**src/rtl/reg_write_arbiter_pkg.sv**
```systemverilog
// Shared types and helpers for reg_write_arbiter and its round-robin picker.
package reg_write_arbiter_pkg;

  typedef enum logic {
    IDLE  = 1'b0,
    OWNED = 1'b1
  } state_e;

  localparam int HOLD_W = 4;

  // Index width for n requesters; never narrower than one bit.
  function automatic int idx_w(input int n);
    return (n > 1) ? $clog2(n) : 1;
  endfunction

endpackage

```
**src/rtl/reg_write_arbiter_rr_pick.sv**
```systemverilog
// Combinational round-robin winner select: first set req bit at or after ptr, wrapping.
module rr_pick
  import reg_write_arbiter_pkg::*;
#(
  parameter int N = 4
) (
  input  logic [N-1:0]          req,
  input  logic [idx_w(N)-1:0]   ptr,
  output logic [idx_w(N)-1:0]   winner,
  output logic                  valid
);
  localparam int IW = idx_w(N);

  always_comb begin
    winner = '0;
    valid  = 1'b0;
    for (int off = 0; off < N; off++) begin
      if (!valid && req[(int'(ptr) + off) % N]) begin
        valid  = 1'b1;
        winner = IW'((int'(ptr) + off) % N);
      end
    end
  end

endmodule

```
**src/rtl/reg_write_arbiter.sv**
```systemverilog
// Round-robin write arbiter in front of a shared WIDTH-bit register, with bounded lock bursts.
// Optional: define REG_WRITE_ARBITER_PRIO0_EN to give requester 0 fixed high priority.
module reg_write_arbiter
  import reg_write_arbiter_pkg::*;
#(
  parameter int N        = 4,
  parameter int WIDTH    = 8,
  parameter int MAX_HOLD = 4
) (
  input  logic                  clk,
  input  logic                  reset,
  input  logic [N-1:0]          req,
  input  logic [N-1:0]          lock,
  input  logic [N*WIDTH-1:0]    wdata,
  output logic [N-1:0]          gnt,
  output logic [WIDTH-1:0]      q,
  output logic [idx_w(N)-1:0]   owner,
  output logic                  busy
);
  localparam int IW = idx_w(N);

  logic [N-1:0][WIDTH-1:0] wd;
  assign wd = wdata;

  state_e            state, state_n;
  logic [IW-1:0]     ptr, ptr_n, owner_n, win, win_nxt;
  logic              win_vld;
  logic [HOLD_W-1:0] cnt, cnt_n;
  logic [N-1:0]      gnt_n;
  logic [WIDTH-1:0]  q_n;

  rr_pick #(.N(N)) u_pick (
    .req    (req),
    .ptr    (ptr),
    .winner (win),
    .valid  (win_vld)
  );

  assign win_nxt = (win == IW'(N - 1)) ? '0 : win + IW'(1);
  assign busy    = (state == OWNED);

  always_comb begin
    state_n = state;
    ptr_n   = ptr;
    owner_n = owner;
    cnt_n   = cnt;
    gnt_n   = gnt;
    q_n     = q;
    case (state)
      IDLE: begin
        gnt_n = '0;
`ifdef REG_WRITE_ARBITER_PRIO0_EN
        if (req[0]) begin
          // Override win leaves the rotation untouched.
          gnt_n   = N'(1);
          q_n     = wd[0];
          owner_n = '0;
          if (lock[0]) begin
            state_n = OWNED;
            cnt_n   = HOLD_W'(1);
          end
        end else
`endif
        if (win_vld) begin
          gnt_n   = N'(1) << win;
          q_n     = wd[win];
          owner_n = win;
          ptr_n   = win_nxt;
          if (lock[win]) begin
            state_n = OWNED;
            cnt_n   = HOLD_W'(1);
          end
        end
      end
      OWNED: begin
`ifdef REG_WRITE_ARBITER_PRIO0_EN
        if (req[0] && (owner != '0)) begin
          gnt_n   = '0;
          cnt_n   = '0;
          state_n = IDLE;
        end else
`endif
        if (req[owner]) begin
          q_n = wd[owner];
          if (lock[owner] && (cnt < HOLD_W'(MAX_HOLD))) begin
            cnt_n = cnt + HOLD_W'(1);
          end else begin
            gnt_n   = '0;
            cnt_n   = '0;
            state_n = IDLE;
          end
        end else begin
          gnt_n   = '0;
          cnt_n   = '0;
          state_n = IDLE;
        end
      end
      default: begin
        gnt_n   = '0;
        cnt_n   = '0;
        state_n = IDLE;
      end
    endcase
  end

  always_ff @(posedge clk) begin
    if (reset) begin
      state <= IDLE;
      ptr   <= '0;
      owner <= '0;
      cnt   <= '0;
      gnt   <= '0;
      q     <= '0;
    end else begin
      state <= state_n;
      ptr   <= ptr_n;
      owner <= owner_n;
      cnt   <= cnt_n;
      gnt   <= gnt_n;
      q     <= q_n;
    end
  end

endmodule

```
**config.mk**
```make
export PLATFORM = sky130hd
export DESIGN_NAME = reg_write_arbiter
export DESIGN_NICKNAME = d
export VERILOG_FILES = /design/src/rtl/reg_write_arbiter_pkg.sv /design/src/rtl/reg_write_arbiter_rr_pick.sv /design/src/rtl/reg_write_arbiter.sv
export SDC_FILE = /design/constraint.sdc
export NUM_CORES = 1
export LEC_CHECK = 0
export CORE_MARGIN = 5
export CORE_UTILIZATION = 47
export DETAILED_ROUTE_END_ITERATION = 10
export HOLD_SLACK_MARGIN = 0.12
export PLACE_DENSITY = 0.88
export REMOVE_ABC_BUFFERS = 1
export SYNTH_ARGS = -nofsm -noshare
export SYNTH_HDL_FRONTEND = slang
export SYNTH_SLANG_ARGS = --single-unit
```
**constraint.sdc**
```tcl
create_clock -name clk -period 2.45 [get_ports clk]
set_input_delay 0.49 -clock clk [delete_from_list [all_inputs] [get_ports clk]]
set_output_delay 0.49 -clock clk [all_outputs]
set_load 0.02 [all_outputs]
```
Word level (Yosys, flattened, before mapping)
Index checks and enable logic that the tools add are counted.

storage, ports and cells
  bits in registers = 21

cells by class
  add/subtract/negate cells = 5
  $lt $le $gt $ge = 7
  eq/ne operators = 5
  shifts and indexed selects = 1
  muxes and demuxes = 47
  bitwise operators = 4
  reductions and logical operators = 13

operator list
  kind                   number
  $bmux W8 S2            2
  $mux W8                4
  $mux W4                7
  $mux W1                18
  $pmux W4 S2            2
  $pmux W8 S2            1
  $bmux W1 S2            7
  $lt A3 B4 Y1 const B   3
  $mux W2                5
  $lt A2 B3 Y1 const B   3
  $reduce_and A2 Y1      3
  $reduce_or A2 Y1       3
  $add A2 B1 Y2 const B  2
  $add A2 B2 Y2 const B  2
  $add A4 B1 Y4 const B  1
  $logic_and A1 B1 Y1    4
  $lt A4 B3 Y1 const B   1
  $ne A2 B1 Y1 const B   2
  $shl A1 B2 Y4 const A  1
  $and A1 B1 Y1 const A  3
  $logic_not A1 Y1       3
  $ne A3 B3 Y1 const B   1
  $eq A2 B2 Y1 const B   1
  $ne A2 B2 Y1 const B   1
  other kinds (2)        2

Longest topological paths before layout
  word-level depth = 19
  mapped depth = 9
  mapped depth without buffers = 7

By module
Synthesis repeated with hierarchy kept, for this count alone.

second synthesis, totals
  cells, all modules = 153
  area, all modules = 1490.2 µm²

by module, submodules not included
  module             instances  cells an instance  area an instance (µm²)
  reg_write_arbiter  1          138                1412.6
  rr_pick            1          15                 77.6

Least setup slack after synthesis
No wires, ideal clock.

  path kind = input port to flip-flop
  start point = input req[0]
  end point = register gnt[0]
  arrival time = 1.685 ns
  required time = 2.321 ns
  path slack = 0.636 ns
  stages on the path = 9
  cells stage by stage = buf_6 > mux2i_1 > nor2_1 > nor3_4 > inv_2 > buf_6 > ha_1 > a22oi_1 > nor2_1

on the way
  cells in the longest elaborated chain, start to end = 15
  elaborated cells on any way between the ends = 32
  those cells by class = eq/ne: 1; shift: 1; mux: 24; reduce/logical: 6

ends and longest elaborated chain
  element                        RTL line                         RTL
  start, declared                reg_write_arbiter.sv:12          input logic [N-1:0] req,
  $bmux W1 S2                    reg_write_arbiter_rr_pick.sv:18  if (!valid && req[(int'(ptr) + off) % N]) begin
  $mux W1 (not written as such)  reg_write_arbiter_rr_pick.sv:18
  $mux W1                        reg_write_arbiter_rr_pick.sv:18
  $logic_not A1 Y1               reg_write_arbiter_rr_pick.sv:18
  $logic_and A1 B1 Y1            reg_write_arbiter_rr_pick.sv:18
  $mux W1                        reg_write_arbiter_rr_pick.sv:18
  $logic_not A1 Y1               reg_write_arbiter_rr_pick.sv:18
  $logic_and A1 B1 Y1            reg_write_arbiter_rr_pick.sv:18
  $mux W1                        reg_write_arbiter_rr_pick.sv:18
  $logic_not A1 Y1               reg_write_arbiter_rr_pick.sv:18
  $logic_and A1 B1 Y1            reg_write_arbiter_rr_pick.sv:18
  $mux W2 *                      reg_write_arbiter_rr_pick.sv:18
  named net u_pick.winner[0]     reg_write_arbiter_rr_pick.sv:9   output logic [idx_w(N)-1:0] winner,
  $shl A1 B2 Y4 *                reg_write_arbiter.sv:65          gnt_n = N'(1) << win;
  $mux W4 *                      reg_write_arbiter.sv:64          if (win_vld) begin
  $pmux W4 S2 *                  reg_write_arbiter.sv:49          case (state)
  end signal, assigned           reg_write_arbiter.sv:119         gnt <= gnt_n;
  end, declared                  reg_write_arbiter.sv:15          output logic [N-1:0] gnt,

Mark *: on every way through the listed nets, which the timed path passes. The rest lies on a longest branch. The select of a mux whose other input is x is not followed.
A chain may end at the register's enable or synchronous reset.

Final worst setup path
  start point = input req[0]
  end point = register q[0]

on the way
  cells in the longest elaborated chain, start to end = 16
  elaborated cells on any way between the ends = 34
  those cells by class = eq/ne: 2; mux: 25; reduce/logical: 7

ends and longest elaborated chain
  element                        RTL line                         RTL
  $bmux W1 S2                    reg_write_arbiter_rr_pick.sv:18
  $mux W1 (not written as such)  reg_write_arbiter_rr_pick.sv:18
  $mux W1                        reg_write_arbiter_rr_pick.sv:18
  $logic_not A1 Y1               reg_write_arbiter_rr_pick.sv:18
  $logic_and A1 B1 Y1            reg_write_arbiter_rr_pick.sv:18
  $mux W1                        reg_write_arbiter_rr_pick.sv:18
  $logic_not A1 Y1               reg_write_arbiter_rr_pick.sv:18
  $logic_and A1 B1 Y1            reg_write_arbiter_rr_pick.sv:18
  $mux W1                        reg_write_arbiter_rr_pick.sv:18
  $logic_not A1 Y1               reg_write_arbiter_rr_pick.sv:18
  $logic_and A1 B1 Y1            reg_write_arbiter_rr_pick.sv:18
  $mux W2                        reg_write_arbiter_rr_pick.sv:18
  $bmux W8 S2                    reg_write_arbiter.sv:66          q_n = wd[win];
  $mux W8 (not written as such)  reg_write_arbiter.sv:66
  $mux W8                        reg_write_arbiter.sv:64
  $pmux W8 S2                    reg_write_arbiter.sv:49
  end signal, assigned           reg_write_arbiter.sv:120         q <= q_n;
  end, declared                  reg_write_arbiter.sv:16          output logic [WIDTH-1:0] q,

Parallel ways exist; a longest one is shown, timed or not. The select of a mux whose other input is x is not followed.

==> impl_results.md <==
* Fill cell count at roughly 270
* FF+latch count, synth at 21
* Clock sink count at 21
* Share of cells above drive strength 1 at 16.1%
* Synth Warn # at 0
* Synth area leaders: dfxtp_1 (26%), mux4_1 (8.1%), mux4_2 (7.0%), a32o_1 (6.2%), mux2i_1 (5.6%)
* Status: finished, final reports clean
* Leak at 0.884 nW
* Top Ports at 57
* Cell family with most CP delay: compound AO/OA/AOI/OAI gates
* Int Power at 920 uW
* Critical Path RT at 2.70 ns
* Die W at 68.7 um
* Worst-path fanout max at 8
* Initial Utilization at between 40 and 50%
* Initial DRC count at 134
* CP Capture Type: flop
* Latest clock arrival within the worst-skew pair at about 0.30 ns
* Sw Pwr at 576 uW
* DRT antenna net count at 0
* Syn Std Cell Area at 0.00162 mm^2
* Crit Path Class: in2reg
* Core area at between 0.003 and 0.004 mm^2
* Synth unique cells at 44
* GP Congestion at 0.819
* Full die area at 0.00472 mm^2
* Final WS setup at 0.257 ns
* Routed wire per std cell at 17.0 um
* Initial antenna violation count at 0
* Cells after Synth at 159
* Worst path max stage delay at 0.54 ns
* Post-CTS setup buffer count at 0
* Logic pwr share at between 50% and 60%
* Max_cap viols at 0
* Layout area overhead at 41.5%
* Critical path launch point type: primary input
* Final number of hold-violating endpoints at 0
* Register area share after synthesis at 26.0%
* Grt ovf at 0
* Leading cell type in the layout, fill and taps excluded: clkdlybuf4s50_1
* Die Ht at just under 70 um
* Port bufs at 56
* Fin nets at 271
* Antenna diode count at 0
* CP Cell Sequence: clkdlybuf4s50_1, buf_4, nor2_1, o21bai_1, a21boi_1, a21oi_1, o221ai_1, a32o_1
* Std cell rows at 21
* Critical Path Slowest Stage Cell: clkdlybuf4s50_1
* Final Routed Wirelength at 4560 um
* Post-route setup TNS at 0 ns
* CTS resizes at 0
* CTS tree: built
* Drt drc at 0
* Multi-input logic area at 0.00107 mm^2
* Min Clock Period, post-route at 2.19 ns
* Vias in the first global route at around 1,600
* Total global routing track utilization at around 21%
* Pre-antenna DRT Iters at 4
* Final setup skew at around 0.0058 ns
* Post-DP HPWL at 3600 um
* Flop pwr share at between 30% and 40%
* Post-synth top area cell: dfxtp_1
* Net Sw Frac at between 30% and 40%
* Period utilization at about 90%
* Root buffer cell: clkbuf_4
* Syn_area_per_cell at 10.2 um^2
* Hold crit path type: reg2reg
* Worst Setup SP: req[0]
* Worst reg2reg path startpoint: owner[1]
* Crit path DAT at about 2.4 ns
* H-tree Lvls at 1
* Final Max Slew Viols at 0
* Vias per inst at roughly 5.7
* Top cell type's share of synthesized area at 26.0%
* Pwr Density at ~650 mW/mm^2
* Seq. cell area at 420 um^2
* DR vias at 1,524
* Cts hold-fix bufs at 0
* Slew headroom at 54.5%
* Total CTS buffers at 3
* First-pass GRT wire length at 7310 um
* CP Buf/Inv Count at 2
* Worst-Margin Slew at 0.681 ns
* Final Setup Violations at 0
* Clock Pin Slew Worst Setup and Hold Paths at approximately 0.12 ns
* Min-delay src: q[7]
* Fmax at 456 MHz
* Clock Path Buffers at 2
* Peak VDD IR at approximately 0.39 mV
* Clock share of power at 11.3%
* Commonest cells after routing, fill and taps aside: clkdlybuf4s50_1 (56), dfxtp_1 (21), nor2_1 (16)
* Largest net degree at the start of global routing at 15
* RSZ-0062 raised after global routing: false
* Pre-CTS setup slack at -0.0519 ns
## sequential cells by signal, indices dropped and copies added, names as in the netlist
name / count
gnt: 4
cnt: 4
q: 8
ptr: 2
busy: 1
owner: 2
## layout make-up
| cell class | count | share of cell area, % |
|---|---|---|
| Multi-Input combinational cell | 115 | 46.7 |
| Tap cell | 46 | 2.52 |
| Sequential cell | 21 | 18.4 |
| Inverter | 13 | 2.13 |
| Timing Repair Buffer | 70 | 29.1 |
| Clock buffer | 4 | 1.15 |
## through the flow
step	util (%)	power (mW)	cell area [um^2]	hold WS (ns)	std cells
after floorplan	-	0.984	1540	0.473	149
after global placement	67.8	1.31	2260	0.450	265
after detailed placement	67.8	1.33	2260	0.455	265
after CTS	68.6	1.51	2290	0.485	269
after global routing	68.6	1.61	2290	0.513	269
final	68.6	1.50	2290	0.478	269
## per-layer routing
metal	share of wire, %	vias up	GRT usage (%)
met5	0	-	0
met4	0.85	0	5.46
met3	7.4	6	4.86
li1	-	745	-
met2	48	57	34.8
met1	43	716	26.0
## power groups by stage
stage	clock (mW)	sequential (mW)	combinational (mW)
finish	0.169	0.493	0.834
floorplan	0	0.570	0.414
global route	0.190	0.507	0.909
global placement	0	0.498	0.812
detailed placement	0	0.501	0.833
CTS	0.177	0.493	0.837
## cells in the mapped netlist (all sizes together)
cell type,number
a2bb2oi,1
o2bb2a,1
mux2,2
a31oi,1
mux2i,9
nor3,2
clkbuf,3
nand2b,10
ha,5
a21boi,1
a21oi,14
o221ai,8
nor2,17
nor2b,1
nand2,4
buf,7
inv,13
a22oi,5
o21ai,2
o41ai,1
o21bai,1
or2,1
a21o,1
nor4b,1
dfxtp,21
a32o,10
mux4,10
and2b,1
o211ai,1
nor4,1
a221oi,1
a211oi,1
and3,2
## worst paths after layout
path                                to  slack [ns]  cells past startpoint
worst min register to register    q[7]        0.48                      1
worst min-delay path              q[7]        0.48                      1
worst max register to register  cnt[1]        0.51                      5
worst max-delay path              q[0]        0.26                      8
## kinds of logic (layout without fill, tap and decap cells)
| logic type | Yosys count | in the layout | synth area share, % |
|---|---|---|---|
| compound gates | 49 | 49 | 25.4 |
| fa+ha+maj | 5 | 5 | 3.87 |
| buf+inv | 23 | 87 | 7.89 |
| flops | 21 | 21 | 26.0 |
| mux | 21 | 21 | 22.3 |
| simple gates | 40 | 40 | 14.5 |
Power figures use the tool's default switching activity.
